## src/rtl/rf_ctrl_pkg.sv

```systemverilog
// Shared encodings for the register-file access controller.
//   RW_*      : register-file command (read/write)
//   RSEL_HOLD : read-route code that leaves read0/read1 unchanged
//   WSEL_*    : write target select
//   state_t   : read sequencer state
package rf_ctrl_pkg;

  localparam logic       RW_READ   = 1'b0;
  localparam logic       RW_WRITE  = 1'b1;
  localparam logic [1:0] RSEL_HOLD = 2'b01;
  localparam logic       WSEL_A    = 1'b0;
  localparam logic       WSEL_B    = 1'b1;

  typedef enum logic {
    IDLE    = 1'b0,
    RD_WAIT = 1'b1
  } state_t;

endpackage

```

## src/rtl/rf_grant_logic.sv

```systemverilog
// Combinational arbiter between the WB write requester and the ID read
// requester. WB has priority until it has won MAX_WB_STREAK consecutive
// grants while an ID read is waiting; then ID wins once.
//   wb_req, id_req : requests
//   state          : read sequencer state (ID only grantable in IDLE)
//   streak         : current WB win streak
//   id_ack, wb_ack : grants (at most one asserted)
//   streak_nxt     : streak value for the next cycle
module rf_grant_logic
  import rf_ctrl_pkg::*;
#(
  parameter int unsigned MAX_WB_STREAK = 3,
  parameter int unsigned SW            = 2
) (
  input  logic          wb_req,
  input  logic          id_req,
  input  state_t        state,
  input  logic [SW-1:0] streak,
  output logic          id_ack,
  output logic          wb_ack,
  output logic [SW-1:0] streak_nxt
);

  localparam logic [SW-1:0] STREAK_MAX = SW'(MAX_WB_STREAK);

  logic id_ok;
  logic read_wins;

  always_comb begin
    id_ok     = id_req & (state == IDLE);
    read_wins = id_ok & (~wb_req | (streak == STREAK_MAX));
    id_ack    = read_wins;
    wb_ack    = wb_req & ~read_wins;

    // Streak only grows while ID is actually waiting behind WB.
    streak_nxt = streak;
    if (read_wins || !id_req) begin
      streak_nxt = '0;
    end else if (wb_ack && streak != STREAK_MAX) begin
      streak_nxt = streak + SW'(1);
    end
  end

endmodule

```

## src/rtl/regfile_access_ctrl.sv

```systemverilog
// Sequencer/arbiter in front of the two-entry register file's single
// command port. Issues WB writes and ID reads, drives the hold command
// when idle, and returns read data two edges after the read grant.
//   sysclk, sysrst_n       : clock, async active-low reset
//   wb_req/sel/data/ack    : WB write requester
//   id_req/rsel/ack        : ID read requester
//   id_rdata0/1, id_rvalid : captured read data and its valid pulse
//   rf_rw/wsel/rsel/w      : registered register-file command
//   rf_read0/1             : register-file read outputs
module regfile_access_ctrl
  import rf_ctrl_pkg::*;
#(
  parameter int unsigned WIDTH         = 8,
  parameter int unsigned MAX_WB_STREAK = 3
) (
  input  logic             sysclk,
  input  logic             sysrst_n,
  input  logic             wb_req,
  input  logic             wb_sel,
  input  logic [WIDTH-1:0] wb_data,
  output logic             wb_ack,
  input  logic             id_req,
  input  logic [1:0]       id_rsel,
  output logic             id_ack,
  output logic [WIDTH-1:0] id_rdata0,
  output logic [WIDTH-1:0] id_rdata1,
  output logic             id_rvalid,
  output logic             rf_rw,
  output logic             rf_wsel,
  output logic [1:0]       rf_rsel,
  output logic [WIDTH-1:0] rf_w,
  input  logic [WIDTH-1:0] rf_read0,
  input  logic [WIDTH-1:0] rf_read1
);

  localparam int unsigned SW = (MAX_WB_STREAK < 2) ? 1 : $clog2(MAX_WB_STREAK + 1);

  state_t        state;
  logic [SW-1:0] streak;
  logic [SW-1:0] streak_nxt;
  logic          rd_issued;   // read command on the port this cycle
  logic          rd_landed;   // register file has updated read0/read1

  rf_grant_logic #(
    .MAX_WB_STREAK (MAX_WB_STREAK),
    .SW            (SW)
  ) u_grant (
    .wb_req     (wb_req),
    .id_req     (id_req),
    .state      (state),
    .streak     (streak),
    .id_ack     (id_ack),
    .wb_ack     (wb_ack),
    .streak_nxt (streak_nxt)
  );

  always_ff @(posedge sysclk or negedge sysrst_n) begin
    if (!sysrst_n) begin
      state     <= IDLE;
      streak    <= '0;
      rf_rw     <= RW_READ;
      rf_wsel   <= WSEL_A;
      rf_rsel   <= RSEL_HOLD;
      rf_w      <= '0;
      rd_issued <= 1'b0;
      rd_landed <= 1'b0;
      id_rdata0 <= '0;
      id_rdata1 <= '0;
      id_rvalid <= 1'b0;
    end else begin
      streak <= streak_nxt;
      state  <= id_ack ? RD_WAIT : IDLE;

      if (wb_ack) begin
        rf_rw   <= RW_WRITE;
        rf_wsel <= wb_sel;
        rf_rsel <= RSEL_HOLD;
        rf_w    <= wb_data;
      end else if (id_ack) begin
        rf_rw   <= RW_READ;
        rf_rsel <= id_rsel;
      end else begin
        rf_rw   <= RW_READ;
        rf_rsel <= RSEL_HOLD;
      end

      // Capture is timed by this pipeline rather than by state, so a
      // write granted in RD_WAIT cannot disturb it.
      rd_issued <= id_ack;
      rd_landed <= rd_issued;
      id_rvalid <= rd_landed;
      if (rd_landed) begin
        id_rdata0 <= rf_read0;
        id_rdata1 <= rf_read1;
      end
    end
  end

endmodule

```

## config.mk

```make
export PLATFORM = sky130hd
export DESIGN_NAME = regfile_access_ctrl
export DESIGN_NICKNAME = d
export VERILOG_FILES = /design/src/rtl/rf_ctrl_pkg.sv /design/src/rtl/rf_grant_logic.sv /design/src/rtl/regfile_access_ctrl.sv
export SDC_FILE = /design/constraint.sdc
export NUM_CORES = 1
export LEC_CHECK = 0
export CAP_MARGIN = 20
export CELL_PAD_IN_SITES_DETAIL_PLACEMENT = 0
export CELL_PAD_IN_SITES_GLOBAL_PLACEMENT = 2
export CORE_ASPECT_RATIO = 0.7
export CORE_UTILIZATION = 35
export DETAILED_ROUTE_END_ITERATION = 8
export DONT_BUFFER_PORTS = 1
export MAX_ROUTING_LAYER = met4
export PLACE_DENSITY_LB_ADDON = 0.1
export SKIP_LAST_GASP = 1
export SLEW_MARGIN = 15
export SYNTH_ARGS = -nofsm -noshare
export SYNTH_HDL_FRONTEND = slang
export SYNTH_HIERARCHICAL = 1
export SYNTH_SLANG_ARGS = --single-unit
```

## constraint.sdc

```tcl
create_clock -name sysclk -period 4.2 [get_ports sysclk]
set_clock_uncertainty 0.2 [all_clocks]
set_input_delay 1.05 -clock sysclk [delete_from_list [all_inputs] [get_ports sysclk]]
set_output_delay 1.05 -clock sysclk [all_outputs]
set_load 0.01 [all_outputs]
```

==> flow_summary.json <==
{
  "status": "finished, final reports clean",
  "critPathRequiredTime_ps": 2950,
  "htreeDepth": 2,
  "finalHoldViolations": 0,
  "grt_util_met2": 0.131,
  "synthTopCellsByArea": "dfrtp_1 62%, mux2_2 13%, mux2_4 12%",
  "reg2reg_depth": 4,
  "grt-ovfl-total": 0,
  "crit_arrival_ps": 1360,
  "synth_area_um2": 1280,
  "slew_violations": 0,
  "layout_common_cells": "32 x dfrtp_1, 15 x mux2_2, 10 x mux2_4",
  "portBuffers": 0,
  "syn_inst": 75,
  "ys_seq_elements": 33,
  "pwr-share-clk": 0.330,
  "path_clk_slew_ps": 60,
  "rsz0062_at_grt": "no",
  "internal_power_mw": 0.534,
  "synth_cell_types": 20,
  "clock_latency_ps": 270,
  "fin_nets": 112,
  "criticalPathCategory": "in2out",
  "met3_usage": 0.0577,
  "grt.busiest_layer": "met1",
  "min_path_type": "reg2reg",
  "root_buffer": "clkbuf_8",
  "cp_num_buf_inv": 0,
  "clock_tree.buffer_depth": 2,
  "seq_power_share": 0.586,
  "whs_endpoint": "rd_landed",
  "cp-end-kind": "primary output",
  "hold_slack_ps": 230,
  "final_common_cell": "dfrtp_1",
  "relSlewSlack": 0.442,
  "crit_family": "compound AO/OA/AOI/OAI gates",
  "grt_max_degree": 34,
  "finalWeightedCongestion": 0.677,
  "drv_cap": 0,
  "die-area_um2": 3920,
  "num_antenna_cells": 0,
  "wl_um": 1930,
  "ant_nets": 0,
  "start_util": 0.366,
  "avgSynthCellArea_um2": 17.1,
  "powerDensity_nw_per_um2": 496,
  "whs_path_depth": 0,
  "use_met1": 0.142,
  "r2r-end": "rf_w[6]",
  "critPathMaxStageDelay_ps": 310,
  "yosys.area.top_type": "dfrtp_1",
  "ir_worst_vdd_mv": 0.234,
  "antenna_found_initial": 0,
  "drive_gt1_frac": 0.450,
  "ys_seq_area_frac": 0.644,
  "ys_warn_count": 6,
  "syn_to_final_growth_pct": 9.35,
  "tightest_slew_ps": 837,
  "die_h_um": 52.7,
  "comb_power_share": 0.083,
  "cp-start-kind": "input pin",
  "numCtsBuffers": 5,
  "hp-start": "rd_issued",
  "cts_tree": "built",
  "postCtsSetupBuffers": 0,
  "fin_tns_setup_ps": 0,
  "die-width_um": 74.4,
  "grt_pass1_vias": 596,
  "max_clock_freq_mhz": 383,
  "finalCritPeriodShare": 0.622,
  "setup_viol": 0,
  "track_usage": 0.111,
  "drtIter0Drc": 46,
  "crit_chain": "a31oi_1",
  "cp_slowest_cell": "a31oi_1",
  "leakagePower_nw": 0.628,
  "path_max_fanout": 4,
  "grt_pass1_wl_um": 2820,
  "switching_power_mw": 0.163,
  "synth.top_cell.area_share": 0.623,
  "io_pins": 62,
  "power_mw": 0.697,
  "num_vias": 605,
  "hold_buffers": 0,
  "fin_crit_ps": 2610,
  "core_area_um2": 3510,
  "ctsResizeCount": 0,
  "viasPerCell": 4.65,
  "core.rowCount": 18,
  "r2r_slack_ps": 2350,
  "cts_sinks": 33,
  "r2r-start": "streak[0]",
  "route.detailed.drc": 0,
  "first_pass_iters": 3,
  "syn-num-nets": 107,
  "switching_share": 0.234,
  "post_drt_wl_per_cell_um": 14.8
}
[stage by stage]
stage / area, um2 / setup slack (ps) / instances / utilization
2_1_floorplan: 1280 / 1570 / 75 / -
3_3_place_gp: 1320 / 1580 / 123 / 0.375
3_5_place_dp: 1320 / 1580 / 123 / 0.375
4_1_cts: 1410 / 1580 / 130 / 0.400
5_1_grt: 1410 / 1590 / 130 / 0.400
6_report: 1410 / 1590 / 130 / 0.400
[synthesized netlist by cell type]
cell type  count
a21boi_0       1
a31oi_1        1
and3_1         1
and3_2         1
and3b_1        1
buf_12         1
buf_2          1
buf_6          1
dfrtp_1       32
dfstp_2        1
ha_1           1
inv_1          2
mux2_2        15
mux2_4        10
nand2b_4       1
nand3_1        1
nand3b_1       1
nor2_1         1
o21a_1         1
or3b_2         1
[routing by layer]
layer | vias up | part of all wire
met2 | 34 | 0.43
met4 | 0 | 0.015
met3 | 7 | 0.096
met5 | - | 0
met1 | 296 | 0.46
li1 | 268 | -
[worst max path at each step]
stage / from / endpoint / slack [ps] / depth (start not counted)
after CTS: id_req / wb_ack / 1580 / 1
after global routing: id_req / wb_ack / 1590 / 1
after detailed placement: id_req / wb_ack / 1580 / 1
after floorplan: id_req / wb_ack / 1570 / 1
after global placement: id_req / wb_ack / 1580 / 1
final: id_req / wb_ack / 1590 / 1
[kinds of logic (layout without fill, tap and decap cells)]
kind of cell | after synthesis | in the layout | synth area share
AO/OA/AOI/OAI | 3 | 3 | 0.0166
adder cells (fa/ha/maj) | 1 | 1 | 0.00974
buffers and inverters | 5 | 10 | 0.0341
flip-flops | 33 | 33 | 0.644
multiplexers | 25 | 25 | 0.248
AND/OR/NAND/NOR | 8 | 8 | 0.0477
[state kept, by name, summed over array words and instances, names as in the netlist]
| name | flops |
|---|---|
| id_rdata1 | 8 |
| rd_issued | 1 |
| id_rvalid | 1 |
| rf_rsel | 2 |
| rf_wsel | 1 |
| streak | 2 |
| id_rdata0 | 8 |
| rf_rw | 1 |
| rf_w | 8 |
| rd_landed | 1 |
[power by group through the flow]
stage	Combinational [mW]	Clock [mW]	Sequential [mW]
2_1_floorplan	0.0606	0	0.404
3_3_place_gp	0.0580	0	0.415
3_5_place_dp	0.0597	0	0.414
4_1_cts	0.0592	0.244	0.410
5_1_grt	0.0637	0.260	0.415
6_report	0.0582	0.230	0.409
[layout make-up]
type | count | area, um2
Clock buffer | 7 | 86.3
Timing Repair Buffer | 1 | 7.51
Sequential cell | 33 | 827
Fill cell | 358 | 2110
Inverter | 2 | 7.51
Multi-Input combinational cell | 37 | 414
Tap cell | 50 | 62.6
Note: power is estimated with default switching activity, not from simulation.
==> variant 1: new RTL, config.mk and constraints unchanged <==
Set the package constant `RSEL_HOLD` to 2'b00 (it was 2'b01).
--- a/src/rtl/rf_ctrl_pkg.sv
+++ b/src/rtl/rf_ctrl_pkg.sv
@@ -7,7 +7,7 @@
 
   localparam logic       RW_READ   = 1'b0;
   localparam logic       RW_WRITE  = 1'b1;
-  localparam logic [1:0] RSEL_HOLD = 2'b01;
+  localparam logic [1:0] RSEL_HOLD = 2'b00;
   localparam logic       WSEL_A    = 1'b0;
   localparam logic       WSEL_B    = 1'b1;
 
Behaviour: not the same (Yosys sat finds a counterexample within 4 cycles, from zero or initial values and one cycle with sysrst_n low).
==> variant 1 against the unedited design <==
- power shrank 0.42%
- utilization increased by 2.2 points
- combinational power rose by 1%
- synthesized area hardly changed
- die area barely moved
- via count decreased by 0.50%
- setup slack worse by 90 ps
- sequential cell count unchanged
- first-iteration DRC count decreased by 65%
- design area is 0.36% lower
- routed wire length up 0.78%
- largest cell class unchanged
- largest power group unchanged
==> variant 1: results (changes against the unedited design) <==
outcome completed (unchanged); clock tree root buffer cell clkbuf_8 (unchanged); FFs w/ async S/R, synth 100.0% (unchanged); Post-CTS Resized 0 (unchanged); GPL Wtd Cong 0.6264 (was 0.6770); Syn Nets 107 (unchanged); DP Worst Slack 1499 ps (was 1585 ps); cts bufs inserted 5 (unchanged); setup bufs post-CTS 0 (unchanged); DRT antenna net count 0 (unchanged); Max VDD drop 0.2040 mV (was 0.2342 mV); Post-Route Setup TNS 0 ps (unchanged); IO Port Bufs 0 (unchanged); Iter 0 DRT Violations 16 (was 46); DR pass1 iterations 2 (was 3); vias in the first global route 633 (was 596); Slew headroom 44.00% (was 44.18%); Hold WC Path Type flip-flop to flip-flop (unchanged); diode count 0 (unchanged); Global Route Usage Sum 11.59% (was 11.08%); worst skew pair latency 270 ps (about the same); Filler cells 316 (was 358); initial antenna violation count 0 (unchanged); DP HPWL 1391 µm; first-pass GRT wire length 3022 µm (was 2815 µm); Final Instance Area 0.001400 mm² (was 0.001405 mm²); LEAKAGE 0.0006369 µW (was 0.0006281 µW); Max Cap Viol 0 (unchanged); Die ar. 0.003918 mm² (was 0.003922 mm²); sequential area share after synthesis 64.33% (was 64.36%); commonest cells in the synthesized netlist 33 x dfrtp_1, 15 x mux2_2, 10 x mux2_4, 2 x and3b_1, 2 x inv_1 (was 32 x dfrtp_1, 15 x mux2_2, 10 x mux2_4, 2 x inv_1); biggest regs id_rdata0 (8), id_rdata1 (8), rf_w (8) (unchanged); clk buf depth 2 (unchanged); H-tree depth 2 (unchanged); CTS clk-pin slew, worst paths 60 ps (about the same); Via Count 602 (was 605); proportion of layout cells with a drive suffix above 1 42.50% (was 45.00%); pin count of the biggest net entering global routing 34 (unchanged); worst-path fanout max 13 (was 4); synth warn 6 (unchanged); Area contributors post-synth dfrtp_1 64%, mux2_2 13%, mux2_4 12% (was dfrtp_1 62%, mux2_2 13%, mux2_4 12%); WL per Instance 15.28 µm (was 14.81 µm); placed inst area 0.001314 mm² (was 0.001319 mm²); Synth cell types 18 (was 20); arrival time worst endpoint 1450 ps (was 1360 ps)
variant 1: critical path, cell delays in order:
cell and delay [ps]:
inv_1 20, a31oi_1 140, buf_4 240
variant 1: final timing paths:
check	start	endpoint	slack [ps]	depth (start not counted)
min in group asynchronous	sysrst_n	id_rdata1[0]	270	0
worst max-delay path	wb_req	wb_ack	1500	3
worst min-delay path	rd_issued	rd_landed	220	0
worst min register to register	rd_issued	rd_landed	220	0
max in group asynchronous	sysrst_n	id_rdata1[5]	3450	0
worst max register to register	streak[0]	rf_w[5]	2520	4
variant 1: cell type report:
| type | instances | share of cell area [%] |
|---|---|---|
| clock buffer | 7 | 6.166 |
| inverter | 2 | 0.5362 |
| multi-input combinational | 37 | 29.58 |
| sequential | 33 | 58.98 |
| tap | 47 | 4.200 |
| timing repair buffer | 1 | 0.5362 |
variant 1: metrics by stage:
step | hold slack [ps] | cells
2_1_floorplan | 174.5 | 75
3_3_place_gp | 223.0 | 120
3_5_place_dp | 213.5 | 120
4_1_cts | 224.6 | 127
5_1_grt | 242.1 | 127
6_report | 218.9 | 127
variant 1: cells by family (layout without fill, tap and decap cells):
family	after synthesis	in the layout	share of synthesized area, %
buf+inv	5	10	3.411
mux	25	25	24.85
compound gates	3	3	1.658
simple gates	8	8	4.776
fa+ha+maj	1	1	0.9745
flops	33	33	64.33
variant 1: metal layers:
metal | part of all wire (%) | track usage (%)
met5 | 0 | -
met4 | 1.4 | 6.604
met3 | 12 | 6.731
met2 | 40 | 13.81
met1 | 46 | 14.77
variant 1: report_power, final:
part	internal (µW)	leakage (µW)	switching, µW	total, µW
sequential	359	0.000399	49.2	409
clock	130	0.0000443	97.2	227
combinational	44.8	0.000194	14.0	58.8
total	534	0.000637	160	694
==> variant 2: new RTL, same settings <==
Made on the original files. Make the reset (`sysrst_n`) synchronous in one clocked block. Comments in the files are not updated.
--- a/src/rtl/regfile_access_ctrl.sv
+++ b/src/rtl/regfile_access_ctrl.sv
@@ -54,7 +54,7 @@
     .streak_nxt (streak_nxt)
   );
 
-  always_ff @(posedge sysclk or negedge sysrst_n) begin
+  always_ff @(posedge sysclk) begin
     if (!sysrst_n) begin
       state     <= IDLE;
       streak    <= '0;
Function: differs if sysrst_n is asserted again (counterexample within 4 cycles, from zero or initial values and one cycle with sysrst_n low); with sysrst_n held inactive, the same outputs for 10 cycles.
==> variant 2 against the unedited design <==
- non-clock buffer count stayed put
- design area is 2.8% lower
- sequential cell count stayed put
- synthesized cell count is 47% higher
- setup slack better by 28 ps
- critical endpoint is now id_ack
- synthesized area is 2.3% lower
- routed wire length is 9.2% higher
Power is not compared: it rests on default switching activity, and its combinational part moved more than twofold at a synthesized area within 25%.
==> variant 2: results (changes against the unedited design) <==
Iter 0 DRT Violations 19 (was 46); FFs w/ async S/R, synth 0% (was 100.0%); Hold Path End rd_landed (unchanged); sequential area share after synthesis 52.64% (was 64.36%); final hold slack 329.0 ps (was 229.9 ps); GPL Wtd Cong 0.6276 (was 0.6770); CP delay by family, top simple AND/OR/NAND/NOR gates (was compound AO/OA/AOI/OAI gates); Synth Area in Adders 0.9970% (was 0.9737%); Syn Nets 142 (was 107); worst hold path depth 1 (was 0); Final Non-Filler Cells 159 (was 130); slowest stage delay, CP 240 ps (was 310 ps); post-synthesis mux area share 19.94% (was 24.83%); Slew headroom 39.17% (was 44.18%); IO Port Bufs 0 (unchanged); slowest CP cell and3_2 (was a31oi_1); placed inst area 0.001279 mm² (was 0.001319 mm²); DR pass1 iterations 2 (was 3); DP Worst Slack 1617 ps (was 1585 ps); Area contributors post-synth dfxtp_1 53%, mux2i_1 20%, nor2b_1 12% (was dfrtp_1 62%, mux2_2 13%, mux2_4 12%); Synth cell types 22 (was 20); compound-gate portion of the synthesized area 1.695% (was 1.655%); Via density 4.597 (was 4.654); Filler cells 345 (was 358); Crit Reg-Reg Endpoint rf_rsel[0] (was rf_w[6]); worst flop-to-flop path startpoint streak[0] (unchanged); Global Route Usage Sum 12.42% (was 11.08%); Worst Reg-to-Reg Cells 5 (was 4); Synth Instances 110 (was 75); outcome completed (unchanged); proportion of layout cells with a drive suffix above 1 9.821% (was 45.00%); vias in the first global route 734 (was 596); min-delay src state (was rd_issued); arrival time worst endpoint 1330 ps (was 1360 ps); WL per Instance 13.23 µm (was 14.81 µm); first-pass GRT wire length 3222 µm (was 2815 µm); top_reg_cell synth dfxtp_1 (was dfrtp_1)
variant 2: layer usage:
metal  wire (µm)  track usage, %  vias up
li1            -               -      361
met3         241           6.589        2
met1         907           14.11      330
met2         949           17.58       38
met4           4           6.731        0
met5           0               -        -
variant 2: cell type report:
cell class | count | share of cell area (%)
clock buffer | 7 | 6.324
inverter | 3 | 0.8249
multi-input combinational | 68 | 39.60
sequential | 33 | 48.40
tap | 47 | 4.308
timing repair buffer | 1 | 0.5500
variant 2: worst max-delay path by stage:
stage / start / end / slack (ps) / cells after the start
after CTS: wb_req / id_ack / 1620 / 2
after detailed placement: wb_req / id_ack / 1620 / 2
final: wb_req / id_ack / 1620 / 2
after global routing: wb_req / id_ack / 1600 / 2
after floorplan: id_req / wb_ack / 1420 / 1
after global placement: wb_req / id_ack / 1620 / 2
variant 2: report_power, final:
part	leakage (µW)	internal [µW]	total, µW	switching, µW
Clock	0.0000443	130	231	101
Sequential	0.000269	324	336	12.4
Combinational	0.000189	16.7	26.9	10.1
